## config.mk

```make
export PLATFORM = sky130hd
export DESIGN_NAME = uart_rx
export DESIGN_NICKNAME = d
export VERILOG_FILES = /design/src/rtl/uart_rx.sv
export SDC_FILE = /design/constraint.sdc
export NUM_CORES = 1
export LEC_CHECK = 0
export CAP_MARGIN = 5
export CORE_UTILIZATION = 55
export CTS_CLUSTER_DIAMETER = 200
export CTS_CLUSTER_SIZE = 30
export DETAILED_ROUTE_END_ITERATION = 6
export GPL_TIMING_DRIVEN = 0
export PLACE_DENSITY = 0.78
export REMOVE_ABC_BUFFERS = 1
export SLEW_MARGIN = 20
export SYNTH_ARGS = -nofsm -noshare
export SYNTH_HDL_FRONTEND = slang
export SYNTH_SLANG_ARGS = --single-unit
```

## constraint.sdc

```tcl
create_clock -name mclkx16 -period 1.6 [get_ports mclkx16]
set_input_delay 0.32 -clock mclkx16 [delete_from_list [all_inputs] [get_ports mclkx16]]
set_output_delay 0.32 -clock mclkx16 [all_outputs]
set_load 0.02 [all_outputs]
```

## src/rtl/uart_rx.sv

```systemverilog
// 16x-oversampled asynchronous serial receiver: start, DATA_BITS data (LSB first),
// optional parity, one stop bit, delivered through an rxrdy/read holding register.
module uart_rx #(
    parameter int DATA_BITS = 8,
    parameter int PARITY    = 0
) (
    input  logic       mclkx16,
    input  logic       reset,
    input  logic       rx,
    input  logic       read,
    output logic [7:0] data,
    output logic       rxrdy,
    output logic       parity_error,
    output logic       framing_error,
    output logic       overrun
);

    typedef enum logic [2:0] {
        S_IDLE,
        S_START,
        S_DATA,
        S_PARITY,
        S_STOP,
        S_LOAD,
        S_BREAK
    } state_t;

    localparam logic [2:0] LAST_INDEX = 3'(DATA_BITS - 1);

    state_t               r_state;
    state_t               w_state_next;
    logic                 r_rx_meta;
    logic                 r_rx_s;
    logic [3:0]           r_tick;
    logic [3:0]           w_tick_next;
    logic [2:0]           r_index;
    logic [2:0]           w_index_next;
    logic [DATA_BITS-1:0] r_shift;
    logic                 r_par_bit;
    logic                 r_stop_bit;
    logic                 w_sample_data;
    logic                 w_sample_par;
    logic                 w_sample_stop;
    logic                 w_load;
    logic [7:0]           w_byte;
    logic                 w_ones_odd;
    logic                 w_parity_err;

    always_ff @(posedge mclkx16) begin
        if (!reset) begin
            r_state <= S_IDLE;
            r_tick  <= '0;
            r_index <= '0;
        end else begin
            r_state <= w_state_next;
            r_tick  <= w_tick_next;
            r_index <= w_index_next;
        end
    end

    // Tick free-runs (wrapping 15->0) except where a state explicitly restarts it.
    always_comb begin
        w_state_next  = r_state;
        w_tick_next   = r_tick + 4'd1;
        w_index_next  = r_index;
        w_sample_data = 1'b0;
        w_sample_par  = 1'b0;
        w_sample_stop = 1'b0;
        w_load        = 1'b0;
        case (r_state)
            S_IDLE: begin
                w_tick_next = '0;
                if (!r_rx_s) w_state_next = S_START;
            end
            S_START: begin
                if (r_tick == 4'd7) begin
                    w_tick_next  = '0;
                    w_index_next = '0;
                    w_state_next = r_rx_s ? S_IDLE : S_DATA;
                end
            end
            S_DATA: begin
                if (r_tick == 4'd15) begin
                    w_sample_data = 1'b1;
                    if (r_index == LAST_INDEX) begin
                        w_index_next = '0;
                        w_state_next = (PARITY != 0) ? S_PARITY : S_STOP;
                    end else begin
                        w_index_next = r_index + 3'd1;
                    end
                end
            end
            S_PARITY: begin
                if (r_tick == 4'd15) begin
                    w_sample_par = 1'b1;
                    w_state_next = S_STOP;
                end
            end
            S_STOP: begin
                if (r_tick == 4'd15) begin
                    w_sample_stop = 1'b1;
                    w_state_next  = S_LOAD;
                end
            end
            S_LOAD: begin
                w_load       = 1'b1;
                w_tick_next  = '0;
                w_state_next = r_stop_bit ? S_IDLE : S_BREAK;
            end
            S_BREAK: begin
                w_tick_next = '0;
                if (r_rx_s) w_state_next = S_IDLE;
            end
            default: begin
                w_tick_next  = '0;
                w_state_next = S_IDLE;
            end
        endcase
    end

    // Synchronizer idles high so reset never looks like a start bit.
    always_ff @(posedge mclkx16) begin
        if (!reset) begin
            r_rx_meta  <= 1'b1;
            r_rx_s     <= 1'b1;
            r_par_bit  <= 1'b0;
            r_stop_bit <= 1'b1;
        end else begin
            r_rx_meta <= rx;
            r_rx_s    <= r_rx_meta;
            if (w_sample_par)  r_par_bit  <= r_rx_s;
            if (w_sample_stop) r_stop_bit <= r_rx_s;
        end
    end

    genvar gi;
    generate
        for (gi = 0; gi < DATA_BITS; gi++) begin : g_shift
            always_ff @(posedge mclkx16) begin
                if (!reset) begin
                    r_shift[gi] <= 1'b0;
                end else if (w_sample_data && (r_index == 3'(gi))) begin
                    r_shift[gi] <= r_rx_s;
                end
            end
        end
        for (gi = 0; gi < 8; gi++) begin : g_byte
            if (gi < DATA_BITS) begin : g_used
                assign w_byte[gi] = r_shift[gi];
            end else begin : g_unused
                assign w_byte[gi] = 1'b0;
            end
        end
    endgenerate

    assign w_ones_odd   = ^{r_shift, r_par_bit};
    assign w_parity_err = (PARITY == 1) ? w_ones_odd :
                          (PARITY == 2) ? ~w_ones_odd : 1'b0;

    // A load in the same cycle as a read wins; the read only suppresses overrun.
    always_ff @(posedge mclkx16) begin
        if (!reset) begin
            data          <= '0;
            rxrdy         <= 1'b0;
            parity_error  <= 1'b0;
            framing_error <= 1'b0;
            overrun       <= 1'b0;
        end else if (w_load) begin
            data          <= w_byte;
            rxrdy         <= 1'b1;
            parity_error  <= w_parity_err;
            framing_error <= ~r_stop_bit;
            overrun       <= rxrdy & ~read;
        end else if (read && rxrdy) begin
            rxrdy         <= 1'b0;
            parity_error  <= 1'b0;
            framing_error <= 1'b0;
            overrun       <= 1'b0;
        end
    end

endmodule
```

==> results.md, run 1 <==
- Routed len/inst: 12.5 microns
- Critical path fanouts, max: 9
- Period utilisation layout: 0.960
- Max Cap Viol: 0
- RSZ-0062 raised after global routing: yes
- Hold WS: 0.415 ns
- EDFF count, synth: 0
- Metal1 wirelength: 1210 microns
- Share of cells above drive strength 1: 0.147
- H-tree Lvls: 2
- Mapped Area: 1510 sq um
- Drt pass-1 iters: 5
- Async set-reset flop share out of synthesis: 0
- Cell family with most CP delay: simple AND/OR/NAND/NOR gates
- Arrival @ worst endpoint: 1.76 ns
- Clock-pin slew on the worst setup and hold paths: 0.10 ns
- Crit path required time: 1.83 ns
- Fin cells: 221
- Outcome: finished, final reports clean
- Critical Path Start Type: flip-flop
- 1st-iter DRT viols: 21
- WL final: 2760 microns
- R2R cell count: 4
- Worst Setup Path Type: reg -> reg
- Setup Skew: 0.00889 ns
- Vias in the first global route: 988
- Vias: 1,203
- Detail Placement HPWL: 1820 microns
- DRC Markers: 0
- Gate Count Post-Synth: 170
- CORE AREA: 2540 sq um
- Post-route setup slack: 0.0636 ns
- Gr usage total: 0.209
- Hold Path Sink: r_rx_s
- Yosys top cell by area: dfxtp_1
- Area fraction of the dominant cell type after synthesis: 0.425
- Clock root cell: clkbuf_4
- IO Count: 16
- PD cells: 913 nW/um^2
- Clock Tree Buf Depth: 2
- Placed insts: 203
- CTS Sinks: 32
- Highest Signal Layer: met4
- Drt via density: 5.44
- Slowest CP cell: or3b_4
- Buffers on Ports: 14
- Layout Nets: 201
- GRT Residual Overflow: 0
- Max Fclk: 651 MHz
- Setup TNS: 0 ns
- Synth area leaders: dfxtp_1, mux2i_1, nand2_1, ha_1, a21boi_0
- Synth unique cells: 35
- Syn. warnings: 0
- Die span in y: 54.4 microns
- Hold depth: 1
- Wire length on met3: 116 microns
- Slew Viols, Final: 0
- HP Class: reg -> reg
- Crit path buffers/inverters: 0
- CP peak stage delay: 0.41 ns
- Internal reg-to-reg setup slack: 0.06 ns
- Antenna Cells: 0
- Die footprint: 2960 sq um
- Share of the yosys chip area belonging to registers: 0.425
- CP endpoint kind: flip-flop
- First-pass GRT wire length: 4220 microns
- Most numerous cell in the Yosys netlist: dfxtp_1
- CTS Buf Count: 5
- CTS tree: done
- Ys flop type: dfxtp_1
- Fin crit period: 1.54 ns
- Post-Syn Area per Cell: 8.88 sq um
- Initial core utilization: 0.593
- Layout Utilization: 0.720
- Wire length on met2: 1340 microns
- RePlAce Congestion: 0.810
- Pre-CTS setup slack: -0.541 ns
- Worst-skew pair later-pin latency: 0.34 ns
- Hold path start: r_rx_meta
- CP Cell Sequence: or3b_4 > a211oi_4 > mux2i_1 > nor2b_1
- Final Setup Violations: 0
- Peak VDD IR: 821 uV
- Critical R2R Capture: r_index[0]
- Worst Tran Pin Value: 0.996 ns
- Die extent in x: 54.4 microns
- Core Rows: 18
- Slew margin rel.: 0.336
- Synthesis-to-finish area growth: 21.4%
- Post-route ant nets: 0
- Register bit total from synthesis: 32
- Pin count of the biggest net entering global routing: 35
- Initial antenna violation count: 0
- Critical R2R Launch: r_state[1]
- Synth cell count leaders: dfxtp_1, nand2_1, mux2i_1
- Pleak: 0.842 nW
- Final Hold Viols: 0
through the flow:
| step | power, W | area [sq um] |
|---|---|---|
| after global routing | 0.00173 | 1830 |
| after CTS | 0.00162 | 1730 |
| after detailed placement | 0.000941 | 1640 |
| after floorplan | 0.000906 | 1460 |
| final | 0.00167 | 1830 |
| after global placement | 0.000936 | 1640 |
metal layers:
layer	up-vias	track usage
li1	616	-
met4	0	0.128
met2	29	0.346
met1	547	0.237
met3	11	0.0583
met5	-	0
state kept, by name (all words and copies together) (netlist names):
signal / cells
data: 8
r_rx_s: 1
rxrdy: 1
r_index: 3
r_tick: 4
r_rx_meta: 1
overrun: 1
r_shift: 8
r_stop_bit: 1
framing_error: 1
r_state: 3
power by group:
group,leakage [nW],switching [W],internal (W)
clock,0.0515,0.000264,0.000415
combinational,0.529,0.0000790,0.0000870
sequential,0.261,0.0000175,0.000811
total,0.842,0.000360,0.00131
worst max path at each step:
stage                             to        from  cells past startpoint
after CTS                    data[5]     data[5]                      1
after floorplan           r_index[0]  r_state[0]                      4
after global placement     r_tick[3]       reset                      4
after detailed placement   r_tick[3]       reset                      4
final                     r_index[0]  r_state[1]                      4
after global routing      r_state[2]  r_index[0]                      5
cell families (layout without fill, tap and decap cells):
group / Yosys count / count (layout) / synth area share
and+or+nand+nor: 76 / 76 / 0.255
DFF: 32 / 32 / 0.425
AOI/OAI and AO/OA: 25 / 25 / 0.127
buffers and inverters: 15 / 36 / 0.0423
muxes: 11 / 11 / 0.0730
adders and majority gates: 7 / 7 / 0.0580
xor gates and xnor gates: 3 / 3 / 0.0174
other: 1 / 1 / 0.00249
what timing repair did:
item / 4_1_cts / 5_1_grt
resized for setup: 15 / 10
hold endpoints to repair: 0 / 0
endpoints found under the setup margin: 23 / 15
hold buffers: 0 / 0
pin swaps: 1 / 1
buffers inserted: 0 / 10
placed cells by master, fill, tap and decap left out, types with 2 or more instances in the layout:
master	netlist	layout
a21boi_0	10	9
and3_1	3	3
and4b_1	2	2
buf_4	1	9
clkbuf_4	0	5
clkbuf_8	0	2
clkdlybuf4s50_1	0	2
dfxtp_1	32	28
dfxtp_2	0	2
dfxtp_4	0	2
dlygate4sd2_1	0	9
dlymetal6s2s_1	0	3
ha_1	7	6
inv_1	4	4
mux2i_1	11	11
nand2_1	29	29
nand2b_1	6	6
nand3_1	9	9
nand3b_1	4	4
nor2_1	9	9
nor2b_1	6	6
o211ai_1	2	2
o21ai_0	6	5
xor2_1	3	3
area by class of cell:
class,instances,area (sq um)
repair buffers,24,209
multi-input cells,123,825
fillers,196,713
clock inverters,1,30.0
clock buffers,7,65.1
well taps,30,37.5
flip-flops and latches,32,651
inverters,4,15.0
No activity file was read; power rests on OpenSTA's default activity.
==> inputs of run 2 (changes only) <==
Settings changed: CORE_ASPECT_RATIO set to 1.2, CORE_UTILIZATION 55 to 49, PLACE_DENSITY 0.78 to 0.73.
Clock period 1.6 ns to 1.4 ns, I/O delays scaled along.
==> results.md, run 2 (synthesis results as in run 1) <==
- WL final: 3380 microns (was 2760 microns)
- Design Power: 0.00164 W (was 0.00167 W)
- Vias in the first global route: 1,285 (was 988)
- Period utilisation layout: 1.04 (was 0.960)
- CP peak stage delay: 0.38 ns (was 0.41 ns)
- PD cells: 830 nW/um^2 (was 913 nW/um^2)
- Routed len/inst: 14.6 microns (was 12.5 microns)
- Layout Nets: 209 (was 201)
- Drt via density: 5.56 (was 5.44)
- CP endpoint kind: flip-flop (unchanged)
- Synthesis-to-finish area growth: 30.8% (was 21.4%)
- 1st-iter DRT viols: 25 (was 21)
- Setup Skew: 0.00786 ns (was 0.00889 ns)
- Worst Tran Pin Value: 0.605 ns (was 0.996 ns)
- RSZ-0062 raised after global routing: yes (unchanged)
- Crit path required time: 1.63 ns (was 1.83 ns)
- Post-route setup slack: -0.0626 ns (was 0.0636 ns)
- Post-route ant nets: 0 (unchanged)
- DRC Markers: 0 (unchanged)
- Pin count of the biggest net entering global routing: 35 (unchanged)
- First-pass GRT wire length: 5640 microns (was 4220 microns)
- Die footprint: 3310 sq um (was 2960 sq um)
- Die extent in x: 52.7 microns (was 54.4 microns)
- Fin crit period: 1.46 ns (was 1.54 ns)
- Pleak: 0.817 nW (was 0.842 nW)
- Vias: 1,289 (was 1,203)
- Clock root cell: clkbuf_4 (unchanged)
- Reg area: 668 sq um (was 651 sq um)
- Max Fclk: 684 MHz (was 651 MHz)
- Biggest regs: data x8, r_shift x8, r_tick x4 (unchanged)
- Post-CTS Hold Fix Bufs: 0 (unchanged)
- Most frequent cells in the layout: nand2_1, dfxtp_1, buf_4, mux2i_1, dlygate4sd2_1 (was nand2_1, dfxtp_1, mux2i_1)
- Slowest CP cell: or3b_4 (unchanged)
- Core Rows: 21 (was 18)
- Cell family with most CP delay: simple AND/OR/NAND/NOR gates (unchanged)
- Final Hold Viols: 0 (unchanged)
- Gr usage total: 0.237 (was 0.209)
- Fin cells: 232 (was 221)
- Critical path fanouts, max: 4 (was 9)
- GRT Residual Overflow: 0 (unchanged)
- Commonest non-fill, non-tap cell in the layout: nand2_1 (unchanged)
- Initial antenna violation count: 0 (unchanged)
- Placed insts: 207 (was 203)
- Worst Setup Path Type: reg -> reg (unchanged)
- Clock Tree Buf Depth: 2 (unchanged)
- Drt pass-1 iters: 4 (was 5)
- Failing checks: setup timing
- Clock-pin slew on the worst setup and hold paths: 0.09 ns (was 0.10 ns)
- Slew margin rel.: 0.597 (was 0.336)
- Outcome: finished, violations left (was finished, final reports clean)
- CTS Sinks: 32 (unchanged)
- Buffers on Ports: 14 (unchanged)
- Antenna Cells: 0 (unchanged)
- Critical Path Start Type: flip-flop (unchanged)
- Arrival @ worst endpoint: 1.70 ns (was 1.76 ns)
- Worst-skew pair later-pin latency: 0.34 ns (about the same)
- CORE AREA: 2860 sq um (was 2540 sq um)
- Internal reg-to-reg setup slack: -0.06 ns (was 0.06 ns)
- Area of the multi-input gates: 926 sq um (was 825 sq um)
- Peak VDD IR: 652 uV (was 821 uV)
- Slew Viols, Final: 0 (unchanged)
- Crit path buffers/inverters: 0 (unchanged)
- IO Count: 16 (unchanged)
- H-tree Lvls: 2 (unchanged)
- Final Setup Violations: 7 (was 0)
- Share of cells above drive strength 1: 0.273 (was 0.147)
- Detail Placement HPWL: 1880 microns (was 1820 microns)
- CTS tree: done (unchanged)
- CP Cell Sequence: or3b_4 > a211oi_4 > mux2i_1 > nor2b_1 (unchanged)
- Filler instances: 237 (was 196)
- HP Class: reg -> reg (unchanged)
- Max Cap Viol: 0 (unchanged)
- CTS Buf Count: 5 (unchanged)
- Initial core utilization: 0.527 (was 0.593)
- RePlAce Congestion: 0.770 (was 0.810)
- Die span in y: 62.8 microns (was 54.4 microns)
## run 2: changes by cell type in the layout (fill, tap and decap cells not counted), moves of 3 or more
cell / change
nand3_1: -4
dfxtp_1: -4
buf_4: +6
ha_4: +3
dlymetal6s2s_1: -3
nand3_2: +3
dfxtp_4: +5
buf_6: +3
## run 2: final timing paths
kind              cells past startpoint    endpoint       start
setup / recovery                      4  r_index[2]  r_state[1]
hold reg to reg                       1      r_rx_s   r_rx_meta
hold / removal                        1      r_rx_s   r_rx_meta
setup reg to reg                      4  r_index[2]  r_state[1]
## run 2: area by class of cell
cell class / count / area share
Clock buffer: 6 / 0.0209
Timing Repair Buffer: 32 / 0.140
Clock inverter: 1 / 0.00254
Tap cell: 34 / 0.0216
Sequential cell: 32 / 0.339
Inverter: 4 / 0.00761
Multi-Input combinational cell: 123 / 0.469
## run 2: through the flow
| step | TNS (ns) | util | hold WS, ns | setup WS (ns) | instance area, sq um |
|---|---|---|---|---|---|
| after floorplan | -0.924 | - | 0.342 | -0.211 | 1460 |
| after global placement | -12.70 | 0.574 | 0.390 | -0.650 | 1640 |
| after detailed placement | -14.91 | 0.574 | 0.396 | -0.716 | 1640 |
| after CTS | -0.149 | 0.660 | 0.422 | -0.0489 | 1890 |
| after global routing | -0.886 | 0.689 | 0.458 | -0.119 | 1970 |
| final | -0.259 | 0.689 | 0.431 | -0.0626 | 1970 |
## run 2: timing repair
action / CTS / global route
pin swaps: 11 / 8
gates resized for setup: 45 / 19
setup endpoints to repair: 41 / 25
buffers inserted: 16 / 2
## run 2: per-layer routing
layer  track usage  vias to the layer above  part of all wire
li1              -                      631                 -
met1         0.248                      621              0.38
met2         0.410                       31              0.56
met3        0.0535                        6             0.043
met4         0.145                        0             0.019
met5             0                        -                 0
## run 2: power by group
group / internal [W] / switching (W)
clock network: 0.000184 / 0.000299
logic: 0.000104 / 0.000118
registers: 0.000920 / 0.0000131
total: 0.00121 / 0.000430
